File: config.mk
export PLATFORM = sky130hd
export DESIGN_NAME = sar_ctrl
export DESIGN_NICKNAME = d
export VERILOG_FILES = /design/src/rtl/sar_pkg.sv /design/src/rtl/sar_bitreg.sv /design/src/rtl/sar_ctrl.sv
export SDC_FILE = /design/constraint.sdc
export NUM_CORES = 1
export LEC_CHECK = 0
export ABC_AREA = 1
export CAP_MARGIN = 20
export CORE_ASPECT_RATIO = 1.1
export CORE_UTILIZATION = 46
export DETAILED_ROUTE_END_ITERATION = 6
export PLACE_DENSITY = 0.75
export SLEW_MARGIN = 20
export SYNTH_ARGS = -nofsm -noshare
export SYNTH_HDL_FRONTEND = slang
export SYNTH_SLANG_ARGS = --single-unit
export TNS_END_PERCENT = 5
File: constraint.sdc
create_clock -name clk -period 1.7 [get_ports clk]
set_input_delay 0.17 -clock clk [delete_from_list [all_inputs] [get_ports clk]]
set_output_delay 0.17 -clock clk [all_outputs]
set_load 0.01 [all_outputs]
File: src/rtl/sar_pkg.sv
// Shared types and helpers for the SAR sequencer: FSM state encoding,
// mid-scale code generation and bit-pointer sizing.
package sar_pkg;

    typedef enum logic [2:0] {
        IDLE    = 3'd0,
        SAMPLE  = 3'd1,
        COMPARE = 3'd2,
        DECIDE  = 3'd3,
        DONE    = 3'd4
    } sar_state_e;

    localparam int unsigned NDAC_DEFAULT = 32'd16;
    localparam int unsigned PTR_W        = $clog2(NDAC_DEFAULT);

    // Pointer width for an n-bit converter; never narrower than one bit.
    function automatic int unsigned ptr_width(input int unsigned n);
        return (n > 32'd1) ? $clog2(n) : 32'd1;
    endfunction

    // Mid-scale trial code: MSB set, all other bits clear (n <= 32).
    function automatic logic [31:0] mid_code(input int unsigned n);
        return 32'd1 << (n - 32'd1);
    endfunction

endpackage

File: src/rtl/sar_bitreg.sv
// Successive-approximation trial register and bit pointer. init loads
// mid-scale and points at the MSB; step applies one comparator decision.
module sar_bitreg
    import sar_pkg::*;
#(
    parameter int unsigned Ndac = 16
) (
    input  logic            clk,
    input  logic            rst,
    input  logic            init,
    input  logic            step,
    input  logic            comp_out,
    output logic [Ndac-1:0] code,
    output logic            last
);

    localparam int unsigned     PW      = ptr_width(Ndac);
    localparam logic [Ndac-1:0] MID     = Ndac'(mid_code(Ndac));
    localparam logic [PW-1:0]   PTR_TOP = PW'(Ndac - 1);

    logic [Ndac-1:0] code_q;
    logic [Ndac-1:0] code_d;
    logic [PW-1:0]   ptr_q;
    logic [PW-1:0]   ptr_d;

    // Next trial word: a high decision drops the bit under test, then the
    // next lower bit is tried unless the LSB has just been resolved.
    always_comb begin
        code_d = code_q;
        ptr_d  = ptr_q;
        if (init) begin
            code_d = MID;
            ptr_d  = PTR_TOP;
        end else if (step) begin
            if (comp_out) begin
                code_d[ptr_q] = 1'b0;
            end else begin
                code_d[ptr_q] = code_q[ptr_q];
            end
            if (ptr_q != {PW{1'b0}}) begin
                code_d[ptr_q - PW'(1)] = 1'b1;
                ptr_d                  = ptr_q - PW'(1);
            end else begin
                ptr_d = ptr_q;
            end
        end else begin
            code_d = code_q;
        end
    end

    // Trial register and pointer state.
    always_ff @(posedge clk) begin
        if (rst) begin
            code_q <= {Ndac{1'b0}};
            ptr_q  <= {PW{1'b0}};
        end else begin
            code_q <= code_d;
            ptr_q  <= ptr_d;
        end
    end

    assign code = code_q;
    assign last = (ptr_q == {PW{1'b0}});

endmodule

File: src/rtl/sar_ctrl.sv
// SAR conversion sequencer: sampling, per-bit comparator strobes, result
// handshake. Optional over_range flag is built when SAR_OVR_EN is defined.
module sar_ctrl
    import sar_pkg::*;
#(
    parameter int unsigned Ndac   = 16,
    parameter int unsigned Ntrack = 2
) (
    input  logic            clk,
    input  logic            rst,
    input  logic            start,
    output logic            busy,
    output logic            samp,
    output logic            comp_clk,
    input  logic            comp_out,
    output logic [Ndac-1:0] cap_botplate,
    output logic [Ndac-1:0] cap_botplate_d,
    output logic [Ndac-1:0] dout,
    output logic            dout_valid,
`ifdef SAR_OVR_EN
    output logic            over_range,
`endif
    input  logic            dout_ready
);

    localparam int unsigned   CNT_W    = (Ntrack > 1) ? $clog2(Ntrack) : 1;
    localparam logic [CNT_W-1:0] CNT_LAST = CNT_W'(Ntrack - 1);

    sar_state_e      state_q, state_d;
    logic [CNT_W-1:0] cnt_q, cnt_d;
    logic            busy_q, samp_q, comp_clk_q;
    logic [Ndac-1:0] dout_q, dout_d;
    logic            dout_valid_q, dout_valid_d;
    logic [Ndac-1:0] cap_dly_q;
    logic [Ndac-1:0] code_s;
    logic [Ndac-1:0] final_s;
    logic            last_s;
    logic            init_s;
    logic            step_s;
`ifdef SAR_OVR_EN
    logic            over_q, over_d;
`endif

    sar_bitreg #(.Ndac(Ndac)) u_bitreg (
        .clk      (clk),
        .rst      (rst),
        .init     (init_s),
        .step     (step_s),
        .comp_out (comp_out),
        .code     (code_s),
        .last     (last_s)
    );

    // Word that the LSB decision produces; loaded into dout on the last step.
    always_comb begin
        final_s    = code_s;
        final_s[0] = code_s[0] & ~comp_out;
    end

    // Next-state, tracking counter and result handshake.
    always_comb begin
        state_d      = state_q;
        cnt_d        = {CNT_W{1'b0}};
        init_s       = 1'b0;
        step_s       = 1'b0;
        dout_d       = dout_q;
        dout_valid_d = dout_valid_q;
`ifdef SAR_OVR_EN
        over_d       = over_q;
`endif
        case (state_q)
            IDLE: begin
                init_s = 1'b1;
                if (start) begin
                    state_d = SAMPLE;
                end else begin
                    state_d = IDLE;
                end
            end
            SAMPLE: begin
                init_s = 1'b1;
                if (cnt_q == CNT_LAST) begin
                    state_d = COMPARE;
                end else begin
                    cnt_d = cnt_q + CNT_W'(1);
                end
            end
            COMPARE: begin
                state_d = DECIDE;
            end
            DECIDE: begin
                step_s = 1'b1;
                if (last_s) begin
                    dout_d       = final_s;
                    dout_valid_d = 1'b1;
`ifdef SAR_OVR_EN
                    over_d       = (final_s == {Ndac{1'b1}}) || (final_s == {Ndac{1'b0}});
`endif
                    state_d      = DONE;
                end else begin
                    state_d = COMPARE;
                end
            end
            DONE: begin
                if (dout_ready) begin
                    dout_valid_d = 1'b0;
`ifdef SAR_OVR_EN
                    over_d       = 1'b0;
`endif
                    // A start on the handshake cycle re-enters sampling at once.
                    init_s  = start;
                    state_d = start ? SAMPLE : IDLE;
                end else begin
                    state_d = DONE;
                end
            end
            default: begin
                state_d = IDLE;
            end
        endcase
    end

    // State, counter, result and registered control outputs.
    always_ff @(posedge clk) begin
        if (rst) begin
            state_q      <= IDLE;
            cnt_q        <= {CNT_W{1'b0}};
            busy_q       <= 1'b0;
            samp_q       <= 1'b0;
            comp_clk_q   <= 1'b0;
            dout_q       <= {Ndac{1'b0}};
            dout_valid_q <= 1'b0;
            cap_dly_q    <= {Ndac{1'b0}};
        end else begin
            state_q      <= state_d;
            cnt_q        <= cnt_d;
            busy_q       <= (state_d != IDLE);
            samp_q       <= (state_d == SAMPLE);
            comp_clk_q   <= (state_d == COMPARE);
            dout_q       <= dout_d;
            dout_valid_q <= dout_valid_d;
            cap_dly_q    <= code_s;
        end
    end

`ifdef SAR_OVR_EN
    // Range flag travels with dout.
    always_ff @(posedge clk) begin
        if (rst) begin
            over_q <= 1'b0;
        end else begin
            over_q <= over_d;
        end
    end

    assign over_range = over_q;
`endif

    assign busy           = busy_q;
    assign samp           = samp_q;
    assign comp_clk       = comp_clk_q;
    assign cap_botplate   = code_s;
    assign cap_botplate_d = cap_dly_q;
    assign dout           = dout_q;
    assign dout_valid     = dout_valid_q;

endmodule

# Yosys cells after proc, flatten, opt, wreduce, memory -nomap -nowiden
# Index checks and enable logic that the tools add are counted.
# W data, S select, Z words.
[op_classes]
n_mux = 27
n_lt_le_gt_ge = 4
n_bitwise = 6
addsub = 2
reduce_logical = 15
eq_ne = 8
[ops]
columns = ["cell", "n"]
rows = [
  ["$mux W16", 6],
  ["$and A16 B16 Y16", 1],
  ["$bwmux W16", 1],
  ["$not A16 Y16", 1],
  ["$or A16 B16 Y16", 1],
  ["$pmux W3 S5", 1],
  ["$mux W4", 3],
  ["$lt A4 B5 Y1 const B", 2],
  ["$eq A3 B2 Y1 const B", 3],
  ["$mux W3", 3],
  ["$demux W1 S4", 2],
  ["$ge A4 B1 Y1 const B", 2],
  ["$mux W1", 8],
  ["$eq A3 B1 Y1 const B", 2],
  ["$reduce_bool A2 Y1", 3],
  ["$bmux W1 S4", 1],
  ["$logic_not A4 Y1", 1],
  ["$ne A2 B2 Y1 const B", 2],
  ["$pmux W1 S2", 2],
  ["$reduce_and A2 Y1", 2],
  ["$reduce_bool A4 Y1", 1],
  ["$reduce_or A2 Y1", 2],
  ["$sub A4 B1 Y4 const B", 1],
  ["$eq A3 B3 Y1 const B", 1],
  ["other kinds (8)", 10],
]
[word_totals]
output_inout_bits = 52
word_cells = 73
regBits = 60

# Logic depth before layout (Yosys ltp)
# Gate-level depths: netlist (run 1).
[depth]
ltp_word = 13
depth_mapped = 13

# Hierarchy
# A second synthesis (run 1) with hierarchy kept.
[hier_totals]
hier_cells = 424
area_unflattened_um2 = 3056.7
[modules_own_cells]
columns = ["mod", "area_per_inst_um2", "cells_per_inst", "n_inst"]
rows = [
  ["sar_bitreg", 1655.3, 254, 1],
  ["sar_ctrl", 1401.3, 170, 1],
]

# Worst setup path before layout (run 1)
# No wires, ideal clock.
[synth_timing]
kind = "flip-flop to flip-flop"
start = "reg u_bitreg.ptr_q[0]"
end = "reg u_bitreg.code_q[13], in the netlist u_bitreg.code[13]"
required_ns = 1.582
path_stages_with_launch = 11
slack_ns = -0.016
arrival_ns = 1.598
cell_sequence = "dfxtp_1 buf_6 inv_4 buf_6 ha_1 xnor2_1 inv_1 nand2_1 inv_1 a21oi_1 a21oi_2"
[synth_between]
elab_chain_cells = 11
elab_cells_between_ends = 22
classes_between = "1 x add/sub; 4 x order compare; 11 x mux; 3 x bitwise; 3 x reduce/logical"
[synth_lines]
columns = ["item", "line_no", "source"]
rows = [
  ["start: declaration", "sar_bitreg.sv:23", "logic [PW-1:0] ptr_q;"],
  ["start signal: assignment", "sar_bitreg.sv:55", "ptr_q <= {PW{1'b0}};"],
  ["start signal: assignment", "sar_bitreg.sv:58", "ptr_q <= ptr_d;"],
  ["$lt A4 B5 Y1 (not written as such) / $ge A4 B1 Y1 (equally long branches)", "sar_bitreg.sv:36, sar_bitreg.sv:38", ""],
  ["$logic_and A1 B1 Y1 (not written as such)", "sar_bitreg.sv:36, sar_bitreg.sv:38", ""],
  ["$mux W1 (not written as such)", "sar_bitreg.sv:36, sar_bitreg.sv:38", ""],
  ["$demux W1 S4", "-", ""],
  ["$not A16 Y16 (no source line)", "-", ""],
  ["$and A16 B16 Y16 (no source line)", "-", ""],
  ["$mux W16", "sar_bitreg.sv:35", "if (comp_out) begin"],
  ["$mux W16", "sar_bitreg.sv:34", "end else if (step) begin"],
  ["$mux W16", "sar_bitreg.sv:31", "if (init) begin"],
  ["$or A16 B16 Y16 (no source line)", "-", ""],
  ["$mux W16 (*)", "sar_bitreg.sv:40", "if (ptr_q != {PW{1'b0}}) begin"],
  ["end signal: assignment", "sar_bitreg.sv:54", "code_q <= {Ndac{1'b0}};"],
  ["end signal: assignment", "sar_bitreg.sv:57", "code_q <= code_d;"],
  ["end: declaration", "sar_bitreg.sv:21", "logic [Ndac-1:0] code_q;"],
]
# Mark *: on every way between the ends. The rest lies on a longest branch, timed or not. The select of a mux whose other input is x is not followed.
# A chain may end at the register's enable or synchronous reset.

# Worst setup path after layout (run 1)
[layout_timing]
start = "reg u_bitreg.ptr_q[0]"
end = "reg u_bitreg.code_q[5], in the netlist u_bitreg.code[5]"
# Same word-level chain as after synthesis.

==> flow_summary.yaml, run 1 <==
run_status:
  status: "completed"
synthesis:
  synth_commonest_cells: "nor2_1, dfxtp_1, nand2_1"
  ys_seq_area_share_pct: 42.5
  async_flop_share_pct: 0
  ys_seq_elements: 60
  synthesis.area_um2: 2830
  synth.area.top_cells: "dfxtp_1, nor2_1, nand2_1"
  yosysMostFrequentCell: "nor2_1"
  syn-instance-count: 363
  synth_edf_count: 0
  synth_top_area_cell: "dfxtp_1"
  synth.net_count: 376
  synth.distinct_cells: 31
  avgSynthCellArea_um2: 7.78
  synth_top_area_share_pct: 42.5
  ys.flop_type: "dfxtp_1"
  yosysWarnings: 0
global_routing:
  grt.overflow.total: 0
  grt_max_degree: 32
  track_usage_pct: 21.9
  grt_pass1_wl_um: 11000
  antenna_found_initial: 0
  grt_pass1_vias: 2391
drt:
  routed_wirelength_um: 6560
  final_antenna_net_count: 0
  vias_per_cell: 5.06
  wl_per_cell_um: 13.2
  firstDrtPassIters: 4
  drc: 0
  drtIter0Drc: 166
  vias: 2503
critical_path:
  worstSetupPathType: "reg2reg"
  worstSetupStartpoint: "u_bitreg.ptr_q[0]"
  rr_worst_depth: 7
  critPathLaunchType: "flop"
  reg2reg_from: "u_bitreg.ptr_q[0]"
  crit_required_ns: 1.97
  r2r_slack_ns: 0.13
  r2r_end: "u_bitreg.code[5]"
  crit_fanout: 13
  crit_arrival_ns: 1.84
  cp-end-kind: "flop"
layout:
  nets: 428
  seq_area_um2: 1200
  area_growth_pct: 28.1
  diodes: 0
  multi_input_area_um2: 1270
  fill_cells: 504
  drive_above_1_share_pct: 15.3
place:
  gp_congestion: 0.869
  place.port_buffers: 56
  hpwl_um: 4590
die:
  die_area_um2: 6460
  die_width_um: 76.7
  initial_core_util_pct: 48.4
  rows: 29
  core_area_um2: 5840
  die_h_um: 84.2
  pin_count: 57
sta:
  drv_slew: 0
  fin_crit_sh_pct: 92.1
  rsz0062_at_grt: "no"
  slew_headroom_pct: 70.2
  period_needed_ns: 1.57
  skew_ns: 0.00464
  worstMarginPinSlew_ns: 0.442
  finalSetupViolations: 0
  timing.fmax_ghz: 0.639
  tns_ns: 0
  hold_viol_final: 0
cts:
  cts_num_sinks: 60
  cts_tree: "built"
  clkSlewWorstSetupHoldPaths_ns: 0.06
  cts_setup_buffers: 0
  htreeDepth: 3
  clockBufferDepth: 2
  clk_latency_ns: 0.34
  root_buffer: "clkbuf_8"
  numCtsBuffers: 9
job:
  drv_cap: 0
pwr:
  powerDensity_nw_per_um2: 838
  leakage_nw: 1.45
  total_power_w: 0.00303
  irDropWorstVdd_mv: 0.514
min_path:
  min_path_type: "reg2reg"
  min_path_cells: 2
  hp-start: "dout[0]"
  min_to: "dout[0]"
## stage by stage
step	setup WS (ns)	utilization (%)	instance area, um^2	hold slack, ns	cells
6_report	0.135	61.9	3620	0.462	495
5_1_grt	0.0105	61.9	3620	0.497	495
4_1_cts	0.0972	61.5	3590	0.466	495
3_5_place_dp	0.150	57.9	3380	0.456	481
3_3_place_gp	0.179	57.9	3380	0.447	481
2_1_floorplan	-0.0156	-	2830	0.347	363
## worst max path at each step
stage,end,slack [ns],depth (start not counted)
floorplan,u_bitreg.code[13],-0.02,10
global placement,u_bitreg.code[13],0.18,8
detailed placement,u_bitreg.code[13],0.15,8
CTS,u_bitreg.code[13],0.1,8
global route,u_bitreg.code[13],0.01,8
finish,u_bitreg.code[5],0.13,7
## kinds of logic after synthesis
group,count (synthesis),share of synthesized area [%]
DFF,60,42.5
buffers and inverters,73,13.4
AOI/OAI and AO/OA,61,13.7
xor gates and xnor gates,2,0.886
and+or+nand+nor,159,25.9
adders and majority gates,8,3.54
## power by group
| group | internal [W] | switching, W | leakage (nW) |
|---|---|---|---|
| sequential | 0.00142 | 0.0000123 | 0.486 |
| clock | 0.000821 | 0.000527 | 0.108 |
| combinational | 0.0000863 | 0.000161 | 0.852 |
## final cells by class
class                           count  share of cell area, %
Sequential cell                    60                   33.2
Clock inverter                      1                  0.830
Multi-Input combinational cell    230                   35.0
Timing Repair Buffer               69                   18.6
Clock buffer                       13                   4.94
Inverter                           45                   4.74
Tap cell                           77                   2.66
## metal layers
layer | vias to the layer above | share of wire (%) | GRT usage (%) | wire, um
li1 | 1251 | - | - | -
met4 | 0 | 2.9 | 13.6 | 191
met3 | 21 | 5.4 | 4.78 | 356
met2 | 88 | 48 | 35.3 | 3140
met1 | 1143 | 44 | 26.5 | 2860
met5 | - | 0 | 0 | 0
## worst max-delay path: stages (launching register included)
cell	delay [ns]
dfxtp_1	0.33
inv_4	0.06
buf_4	0.21
nand3_2	0.11
xor2_2	0.19
nor2_1	0.30
a21oi_1	0.12
a21oi_1	0.17
## timing repair
item,in CTS,in global routing
setup endpoints to repair,0,10
resized for setup,0,6
hold buffers,0,0
## registers in the layout, indices dropped and copies added, names as in the netlist, 3 cells and up
signal,count
dout,16
cap_botplate_d,16
u_bitreg.code,16
u_bitreg.ptr_q,4
state_q,3
## layout by cell type, fill, tap and decap left out, drive strengths merged
| cell | instances |
|---|---|
| inv | 44 |
| o21ai | 6 |
| xnor2 | 1 |
| a211oi | 15 |
| o311ai | 1 |
| nand3 | 27 |
| o2111ai | 1 |
| nand2 | 49 |
| clkdlybuf4s50 | 56 |
| clkinv | 1 |
| or2 | 2 |
| and2 | 1 |
| nor3 | 3 |
| dfxtp | 60 |
| clkbuf | 13 |
| buf | 13 |
| bufinv | 1 |
| nor2 | 75 |
| nand3b | 2 |
| a21oi | 38 |
| xor2 | 1 |
| ha | 8 |
No activity file was read; power rests on OpenSTA's default activity.
==> run 2: changes to the inputs <==
--- a/config.mk
+++ b/config.mk
@@ -6,7 +6,6 @@
 export NUM_CORES = 1
 export LEC_CHECK = 0
 export ABC_AREA = 1
-export CAP_MARGIN = 20
 export CORE_ASPECT_RATIO = 1.1
 export CORE_UTILIZATION = 46
 export DETAILED_ROUTE_END_ITERATION = 6
==> results of run 2 <==
Same layout as run 1: the final DEF is identical, and so are final timing and power.
